<file path="src/rtl/rs232_tap_pkg.sv">
// rs232_tap_pkg
// Shared types and constants for the passive RS232 tap receiver and the
// tick generator it shares with the transmitter side.
// Contents:
//   rx_state_t - receiver FSM state encoding
//   DATA_BITS  - payload bits per 8N1 frame
//   TS_WIDTH   - width of the optional capture timestamp
//   calc_div   - clocks per oversample tick, rounded to nearest
package rs232_tap_pkg;

  typedef enum logic [2:0] {
    IDLE      = 3'd0,
    START     = 3'd1,
    DATA      = 3'd2,
    STOP      = 3'd3,
    WAIT_HIGH = 3'd4
  } rx_state_t;

  localparam int DATA_BITS = 8;
  localparam int TS_WIDTH  = 32;

  // Rounded divide so that e.g. 50 MHz / (115200*16) gives 27, not 27.13 -> 27
  // by truncation only by luck.
  function automatic int calc_div(input int clk_freq, input int baud, input int oversample);
    return (clk_freq + (baud * oversample) / 2) / (baud * oversample);
  endfunction

endpackage

</file>
<file path="src/rtl/rs232_tap_tickgen.sv">
// rs232_tap_tickgen
// Oversample tick generator: a counter running 0..DIV-1 that pulses tick for
// one clock when it reaches DIV-1. The clear input holds the counter at 0 so
// the first tick after release lands exactly DIV clocks later.
// Ports:
//   CLOCK_50 - clock
//   RESET    - synchronous active-high reset
//   clear    - hold counter at zero
//   tick     - one-clock pulse every DIV clocks while not cleared
module rs232_tap_tickgen #(
  parameter int DIV = 27
) (
  input  logic CLOCK_50,
  input  logic RESET,
  input  logic clear,
  output logic tick
);

  localparam int CNT_W = (DIV > 1) ? $clog2(DIV) : 1;

  logic [CNT_W-1:0] count;

  // The divider counter. Clear takes priority over the wrap so a receiver
  // sitting in IDLE always restarts its bit timing from a known phase.
  always_ff @(posedge CLOCK_50) begin
    if (RESET || clear) begin
      count <= '0;
    end else if (count == CNT_W'(DIV - 1)) begin
      count <= '0;
    end else begin
      count <= count + 1'b1;
    end
  end

  assign tick = (count == CNT_W'(DIV - 1));

endmodule

</file>
<file path="src/rtl/rs232_tap_receiver.sv">
// rs232_tap_receiver
// Passive 8N1 deframer for one direction of the RS232 passthrough. Samples
// the tapped line, recovers bytes with framing/overrun status and hands them
// to a logger through a one-entry valid/ready holding register. Never drives
// the line.
// Optional feature: define RS232_TAP_TIMESTAMP_EN to add RX_TIMESTAMP, the
// value of a free-running clock counter captured at each start edge.
// Ports:
//   CLOCK_50     - sole clock
//   RESET        - synchronous active-high reset
//   LINE_IN      - tapped serial line, idle high, asynchronous
//   RX_DATA      - received byte (LSB first on the wire)
//   RX_VALID     - RX_DATA / RX_FRAME_ERR hold a byte
//   RX_READY     - consumer takes the byte when RX_VALID && RX_READY
//   RX_FRAME_ERR - stop bit of this byte was sampled low
//   OVERRUN      - sticky, a byte was dropped because the holder was full
//   OVERRUN_CLR  - clears OVERRUN (a simultaneous new overrun wins)
//   BUSY         - receiver FSM is not IDLE
//   RX_TIMESTAMP - (RS232_TAP_TIMESTAMP_EN only) start-edge clock count
module rs232_tap_receiver
  import rs232_tap_pkg::*;
#(
  parameter int CLK_FREQ   = 50000000,
  parameter int BAUD       = 115200,
  parameter int OVERSAMPLE = 16,
  parameter int DIV        = calc_div(CLK_FREQ, BAUD, OVERSAMPLE)
) (
  input  logic                 CLOCK_50,
  input  logic                 RESET,
  input  logic                 LINE_IN,
  output logic [DATA_BITS-1:0] RX_DATA,
  output logic                 RX_VALID,
  input  logic                 RX_READY,
  output logic                 RX_FRAME_ERR,
  output logic                 OVERRUN,
  input  logic                 OVERRUN_CLR,
  output logic                 BUSY
`ifdef RS232_TAP_TIMESTAMP_EN
  ,
  output logic [TS_WIDTH-1:0]  RX_TIMESTAMP
`endif
);

  localparam int TC_W = $clog2(OVERSAMPLE);
  localparam logic [TC_W-1:0] TC_HALF = TC_W'(OVERSAMPLE / 2 - 1);
  localparam logic [TC_W-1:0] TC_LAST = TC_W'(OVERSAMPLE - 1);
  localparam logic [2:0]      BI_LAST = 3'(DATA_BITS - 1);

  logic sync1;
  logic rx_s;

  rx_state_t state_q, state_d;
  logic [TC_W-1:0]      tc_q, tc_d;
  logic [2:0]           bi_q, bi_d;
  logic [DATA_BITS-1:0] shreg_q, shreg_d;
  logic                 load_req;
  logic                 tick;

  // Two-flop synchronizer. Both flops reset high so a reset never looks like
  // a start edge on its own; a line that really is low still shows up two
  // clocks later and is treated as a fresh start bit.
  always_ff @(posedge CLOCK_50) begin
    if (RESET) begin
      sync1 <= 1'b1;
      rx_s  <= 1'b1;
    end else begin
      sync1 <= LINE_IN;
      rx_s  <= sync1;
    end
  end

  // Tick timing is only meaningful once a frame has started, so the divider
  // is parked while idle and restarts in phase with the detected start edge.
  rs232_tap_tickgen #(
    .DIV (DIV)
  ) u_tickgen (
    .CLOCK_50 (CLOCK_50),
    .RESET    (RESET),
    .clear    (state_q == IDLE),
    .tick     (tick)
  );

  // FSM state and per-frame counters. A reset mid-frame simply throws away
  // whatever partial byte was collected.
  always_ff @(posedge CLOCK_50) begin
    if (RESET) begin
      state_q <= IDLE;
      tc_q    <= '0;
      bi_q    <= '0;
      shreg_q <= '0;
    end else begin
      state_q <= state_d;
      tc_q    <= tc_d;
      bi_q    <= bi_d;
      shreg_q <= shreg_d;
    end
  end

  // Next-state logic. Every decision happens on a tick: the start bit is
  // re-checked half a bit in, then each data bit and the stop bit are
  // sampled a full bit apart so sampling stays near bit centres. A low stop
  // bit (break) parks in WAIT_HIGH so a held-low line yields a single byte.
  always_comb begin
    state_d  = state_q;
    tc_d     = tc_q;
    bi_d     = bi_q;
    shreg_d  = shreg_q;
    load_req = 1'b0;
    case (state_q)
      IDLE: begin
        if (!rx_s) begin
          state_d = START;
          tc_d    = '0;
        end
      end
      START: begin
        if (tick) begin
          if (tc_q == TC_HALF) begin
            tc_d = '0;
            if (!rx_s) begin
              state_d = DATA;
              bi_d    = '0;
            end else begin
              state_d = IDLE;
            end
          end else begin
            tc_d = tc_q + 1'b1;
          end
        end
      end
      DATA: begin
        if (tick) begin
          if (tc_q == TC_LAST) begin
            shreg_d = {rx_s, shreg_q[DATA_BITS-1:1]};
            tc_d    = '0;
            bi_d    = bi_q + 1'b1;
            if (bi_q == BI_LAST) begin
              state_d = STOP;
            end
          end else begin
            tc_d = tc_q + 1'b1;
          end
        end
      end
      STOP: begin
        if (tick) begin
          if (tc_q == TC_LAST) begin
            load_req = 1'b1;
            tc_d     = '0;
            state_d  = rx_s ? IDLE : WAIT_HIGH;
          end else begin
            tc_d = tc_q + 1'b1;
          end
        end
      end
      WAIT_HIGH: begin
        if (rx_s) begin
          state_d = IDLE;
        end
      end
      default: begin
        state_d = IDLE;
      end
    endcase
  end

  assign BUSY = (state_q != IDLE);

`ifdef RS232_TAP_TIMESTAMP_EN
  logic [TS_WIDTH-1:0] ts_count;
  logic [TS_WIDTH-1:0] ts_cap;

  // Free-running clock counter, sampled on the IDLE->START clock. A rejected
  // glitch never reaches STOP, so its stale capture is never delivered and
  // is overwritten by the next start edge.
  always_ff @(posedge CLOCK_50) begin
    if (RESET) begin
      ts_count <= '0;
      ts_cap   <= '0;
    end else begin
      ts_count <= ts_count + 1'b1;
      if (state_q == IDLE && !rx_s) begin
        ts_cap <= ts_count;
      end
    end
  end
`endif

  // One-entry holding register. A finished byte is loaded when the holder is
  // empty or being emptied on this same clock; otherwise it is dropped and
  // the overrun flag latched. A new overrun beats a simultaneous clear so a
  // drop is never silently lost.
  always_ff @(posedge CLOCK_50) begin
    if (RESET) begin
      RX_VALID     <= 1'b0;
      RX_DATA      <= '0;
      RX_FRAME_ERR <= 1'b0;
      OVERRUN      <= 1'b0;
`ifdef RS232_TAP_TIMESTAMP_EN
      RX_TIMESTAMP <= '0;
`endif
    end else begin
      if (load_req && (!RX_VALID || RX_READY)) begin
        RX_VALID     <= 1'b1;
        RX_DATA      <= shreg_q;
        RX_FRAME_ERR <= !rx_s;
`ifdef RS232_TAP_TIMESTAMP_EN
        RX_TIMESTAMP <= ts_cap;
`endif
      end else if (RX_VALID && RX_READY) begin
        RX_VALID <= 1'b0;
      end
      if (load_req && RX_VALID && !RX_READY) begin
        OVERRUN <= 1'b1;
      end else if (OVERRUN_CLR) begin
        OVERRUN <= 1'b0;
      end
    end
  end

endmodule

</file>
<file path="config.mk">
export PLATFORM = sky130hd
export DESIGN_NAME = rs232_tap_receiver
export DESIGN_NICKNAME = d
export VERILOG_FILES = /design/src/rtl/rs232_tap_pkg.sv /design/src/rtl/rs232_tap_tickgen.sv /design/src/rtl/rs232_tap_receiver.sv
export SDC_FILE = /design/constraint.sdc
export NUM_CORES = 1
export LEC_CHECK = 0
export ABC_AREA = 1
export BUFFER_PORTS_ARGS = -buffer_cell sky130_fd_sc_hd__buf_2
export CAP_MARGIN = 10
export CORE_MARGIN = 1.5
export CORE_UTILIZATION = 30
export DETAILED_ROUTE_END_ITERATION = 10
export PLACE_DENSITY = 0.51
export SETUP_SLACK_MARGIN = 0.02
export SLEW_MARGIN = 20
export SYNTH_ARGS = -nofsm -noshare
export SYNTH_HDL_FRONTEND = slang
export SYNTH_SLANG_ARGS = --single-unit
</file>
<file path="constraint.sdc">
create_clock -name CLOCK_50 -period 1.8 [get_ports CLOCK_50]
set_clock_uncertainty 0.15 [all_clocks]
set_input_delay 0.36 -clock CLOCK_50 [delete_from_list [all_inputs] [get_ports CLOCK_50]]
set_output_delay 0.36 -clock CLOCK_50 [all_outputs]
set_load 0.02 [all_outputs]
</file>
==> After elaboration in Yosys (flattened, before gate mapping) <==
Index checks and enable logic that the tools add are counted.
{ "op_classes": {"addsub": 3, "n_eq_ne": 19, "mux": 31, "n_reduce_logical": 21} }
{ "op_table": {"columns": ["op", "n"], "rows": [
  ["$mux W3", 15],
  ["$mux W4", 5],
  ["$ne A2 B2 Y1 const B", 10],
  ["$pmux W3 S5", 1],
  ["$pmux W4 S3", 1],
  ["$reduce_and A9 Y1", 1],
  ["$mux W1", 7],
  ["$eq A3 B2 Y1 const B", 2],
  ["$eq A3 B3 Y1 const B", 2],
  ["$pmux W3 S2", 1],
  ["$reduce_and A6 Y1", 1],
  ["$reduce_bool A2 Y1", 3],
  ["$reduce_bool A3 Y1", 2],
  ["$add A5 B1 Y5 const B", 1],
  ["$eq A5 B5 Y1 const B", 1],
  ["$add A4 B1 Y4 const B", 1],
  ["$eq A4 B3 Y1 const B", 1],
  ["$eq A4 B4 Y1 const B", 1],
  ["$logic_and A1 B1 Y1", 4],
  ["$reduce_and A4 Y1", 1],
  ["$reduce_or A2 Y1", 2],
  ["$add A3 B1 Y3 const B", 1],
  ["$eq A3 B1 Y1 const B", 1],
  ["$logic_not A1 Y1", 3],
  ["other kinds (5)", 6]
]} }
{ "word_totals": {"regBits": 36, "in_bits": 5, "out_inout_bits": 12, "word_cells": 85} }

==> Longest topological paths before layout <==
{ "logic_depth": {"depth_word": 7, "ltp_mapped": 12, "depth_no_buf": 12} }

==> Modules after synthesis <==
Synthesis repeated with hierarchy kept, for this count alone.
{ "hier_totals": {"hier_cells": 233, "area_unflattened_um2": 1789.2} }
{ "modules_own_cells": {"columns": ["module", "instances", "cells_each", "area_each_um2", "seq_area_each_um2"], "rows": [
  ["rs232_tap_receiver", 1, 200, 1539.0, 620.6],
  ["rs232_tap_tickgen", 1, 33, 250.2, 100.1]
]} }

==> Worst setup path after synthesis <==
Ideal clock, no wire load.
{ "synth_timing": {"path_kind": "register -> register", "start": "register tc_q[0]", "end": "register RX_FRAME_ERR", "t_arrival_ps": 1320, "t_required_ps": 1580, "setup_slack_ps": 260, "stages_incl_launch_ff": 9, "n_path_buf": 1, "path_cell_list": "dfxtp_1 -> ha_1 -> nand2_1 -> inv_1 -> nand2_2 -> nor3b_4 -> buf_6 -> nand3_1 -> a21oi_1"} }
{ "synth_via": {"elab_chain_cells": 5} }
{ "synth_rtl": {"columns": ["element", "line_no", "source"], "rows": [
  ["start: declaration", "rs232_tap_receiver.sv:53", "logic [TC_W-1:0] tc_q, tc_d;"],
  ["start signal: assignment", "rs232_tap_receiver.sv:93", "tc_q <= tc_d;"],
  ["$eq A4 B4 Y1", "rs232_tap_receiver.sv:147", "if (tc_q == TC_LAST) begin"],
  ["$mux W1", "rs232_tap_receiver.sv:147", null],
  ["$mux W1", "rs232_tap_receiver.sv:146", "if (tick) begin"],
  ["$mux W1", "rs232_tap_receiver.sv:109", "case (state_q)"],
  ["$logic_and A1 B1 Y1", "rs232_tap_receiver.sv:203", "if (load_req && (!RX_VALID || RX_READY)) begin"],
  ["end signal: assignment", "rs232_tap_receiver.sv:206", "RX_FRAME_ERR <= !rx_s;"],
  ["end: declaration", "rs232_tap_receiver.sv:34", "output logic RX_FRAME_ERR,"]
]} }
Every way passes these cells.
A chain may end at the register's enable or synchronous reset.

==> Worst setup path after layout <==
{ "layout_timing": {"start": "register state_q[1]", "end": "output port BUSY"} }
{ "layout_via": {"elab_chain_cells": 1} }
{ "layout_rtl": {"columns": ["element", "line_no", "source"], "rows": [
  ["start: declaration", "rs232_tap_receiver.sv:52", "rx_state_t state_q, state_d;"],
  ["start signal: assignment", "rs232_tap_receiver.sv:92", "state_q <= state_d;"],
  ["$reduce_bool A3 Y1", "rs232_tap_receiver.sv:167", "assign BUSY = (state_q != IDLE);"],
  ["end: declaration", "rs232_tap_receiver.sv:37", "output logic BUSY"]
]} }
Every way passes these cells.

==> results.yml <==
outcome:
  status: "complete, no violations"
place:
  dp_cells: 318
  place.gp.congestion: 0.7885
  numPortBuffers: 16
  pre_cts_ws_ns: 0.1205
  hpwl_mm: 2.604
pwr:
  power_switching_uw: 963.2
  switching_share_pct: 36.68
  pwr-share-clk_pct: 29.8
  ir_worst_vdd_mv: 0.3685
  pwr-share-comb_pct: 34.5
  power_density_mw_per_mm2: 1284
  share_seq_of_total_power_pct: 35.7
  p_int_mw: 1.662
  total_power_mw: 2.626
  leakagePower_nw: 0.8870
clocking:
  clock_latency_ns: 0.29
  cts_tree: "built"
  cts_root_buf: "clkbuf_8"
  numCtsBuffers: 5
  clock_sinks: 36
  htreeDepth: 2
  post_cts_buffers: 0
  clk_pin_slew_worst_paths_ns: 0.07
  cts_buffer_depth: 2
  hold_buffers: 0
route:
  drc_errors: 0
  viasPerCell: 4.466
  ant_nets: 0
  wl_mm: 3.632
  post_drt_wl_per_cell_um: 11.14
  vias: 1456
  dr.pass1.iters: 4
  drt_iter0_drc: 25
setup_path:
  reg2reg_depth: 9
  worst_ep_arrival_time_ns: 1.21
  crit_fanout: 5
  start_kind: "flop"
  cp-end-kind: "primary output"
  crit_start: "state_q[1]"
  r2r_slack_ns: 0.13
  r2r-start: "u_tickgen.count[0]"
  worstReg2RegEnd: "RX_FRAME_ERR"
  endpoint: "BUSY"
  cp_data_required_time_ns: 1.29
  crit_type: "reg2out"
floorplanning:
  start_util_pct: 30.83
  die_height_um: 77.76
  dieArea_mm2: 0.006046
  die_x_um: 77.76
  placementRows: 27
  io_pins: 17
  core_area_mm2: 0.005439
grt:
  grt_pass1_vias: 1302
  overflow: 0
  grt_max_degree: 17
  antenna_found_initial: 0
  grt_pass1_wl_mm: 5.975
  grt_usage_pct: 12.77
cells_and_area:
  mostFrequentLayoutCell: "nand2_1"
  drive_above_1_share_pct: 25.20
  nets: 263
  final_util_pct: 37.59
  stdcell_count: 326
  area_growth_pct: 21.94
  n_fill_cell: 555
  diodes: 0
  final_cell_mix: "nand2_1, dfxtp_1, nor2_1"
  multi_input_area_um2: 857.1
  regArea_um2: 725.7
synthesis:
  synth_top_area_share_pct: 42.99
  syn_nets: 238
  synthesis.instances: 228
  yosys.area_share.xor_xnor_pct: 1.567
  synthMuxAreaShare_pct: 0
  synth_warnings: 0
  ys_types: 29
  postSynthAreaPerCell_um2: 7.354
  seq_area_frac_synth_pct: 42.99
  synth-simple-area-share_pct: 32.31
  yosysTopAreaCell: "dfxtp_1"
  synth_top_cells_by_area: "dfxtp_1, nand2_1, a21oi_1"
  synth-adder-area-share_pct: 3.731
  syn_area_mm2: 0.001677
  synth_top_family_by_area: "simple AND/OR/NAND/NOR gates"
  synth_compound_area_share_pct: 11.04
  ys_ff_latch: 36
job:
  cap_violations: 0
sta:
  max_slew_margin_pct: 81.40
  final_hold_viol_count: 0
  rsz0062_at_grt: "true"
  tightestPinTransition_ns: 0.2787
  fmax_ghz: 0.5823
  finalSetupTns_ns: 0
  fin_crit_sh_pct: 95.41
  finalWorstSetupSlack_ns: 0.08266
  period_minus_slack_ns: 1.717
  finalMaxSlewViolations: 0
  report.final.setup_viol: 0
worst_hold_path:
  min_path_type: "in2reg"
  hold_path.startpoint: "LINE_IN"
through the flow:
step / hold WS (ns) / area (um^2)
2_1_floorplan: 0.2395 / 1677
3_3_place_gp: 0.2458 / 1868
3_5_place_dp: 0.2453 / 1868
6_report: 0.1019 / 2044
4_1_cts: 0.09538 / 2002
5_1_grt: 0.1031 / 2044
Yosys cell counts:
library cell and n:
or2_2 3, inv_2 4, buf_2 1, nor2_1 28, o21ai_2 1, xor2_1 2
nand4_1 2, buf_4 1, inv_1 23, o21ai_1 2, nand2_1 49, nor2_2 3
ha_1 5, xnor2_1 1, nand3_1 20, clkbuf_4 1, dfxtp_1 36, nand2_2 5
buf_6 1, nor3b_4 1, clkbuf_1 2, a21oi_2 1, nand4_2 1, o21ai_0 8
a21oi_1 22, nor3b_1 1, o21a_1 1, nor2_4 2, nand3_2 1
sequential cells by signal (all words and copies together) (netlist names):
signal	count
RX_DATA	8
shreg_q	8
u_tickgen.count	5
tc_q	4
bi_q	3
state_q	3
OVERRUN	1
RX_FRAME_ERR	1
RX_VALID	1
rx_s	1
sync1	1
power groups by stage:
stage | sequential, mW | clock, mW | combinational [mW]
2_1_floorplan | 0.944 | 0 | 0.623
3_3_place_gp | 0.945 | 0 | 0.826
6_report | 0.938 | 0.783 | 0.905
4_1_cts | 0.931 | 0.804 | 0.847
5_1_grt | 0.946 | 0.842 | 1.03
3_5_place_dp | 0.945 | 0 | 0.830
per-layer routing:
metal  wire length (um)  vias to the layer above  track usage [%]
met2               1606                       15            19.30
met3                105                        6            4.118
met4                 54                        0            4.909
met5                  0                        -                0
met1               1865                      658            16.80
li1                   -                      777                -
worst min path at each step:
stage                 end  slack, ns  cells after the start
floorplan            rx_s       0.24                      1
global placement     rx_s       0.25                      1
detailed placement   rx_s       0.25                      1
CTS                 sync1        0.1                      2
global route        sync1       0.10                      2
finish              sync1       0.10                      2
worst max-delay path: stages, from the launching register on:
cell and delay [ns]:
dfxtp_1 0.34, buf_4 0.16, nor2_4 0.15, nand2_1 0.10, buf_2 0.17
kinds of logic after synthesis:
logic type / after synthesis
AO/OA/AOI/OAI: 35
XOR/XNOR: 3
adder cells (fa/ha/maj): 5
AND/OR/NAND/NOR: 116
buffers and inverters: 33
flip-flops: 36
layout make-up:
cell class | instances | area share (%)
clock buffer | 7 | 4.712
multi-input combinational | 159 | 41.92
sequential | 36 | 35.50
tap | 72 | 4.406
clock inverter | 1 | 1.469
timing repair buffer | 24 | 7.038
inverter | 27 | 4.957
what timing repair did:
action                                 4_1_cts  5_1_grt
endpoints found under the hold margin        0        0
resized for setup                            2       15
pin swaps                                    0        1
setup endpoints to repair                    1       20
Power figures use the tool's default switching activity.
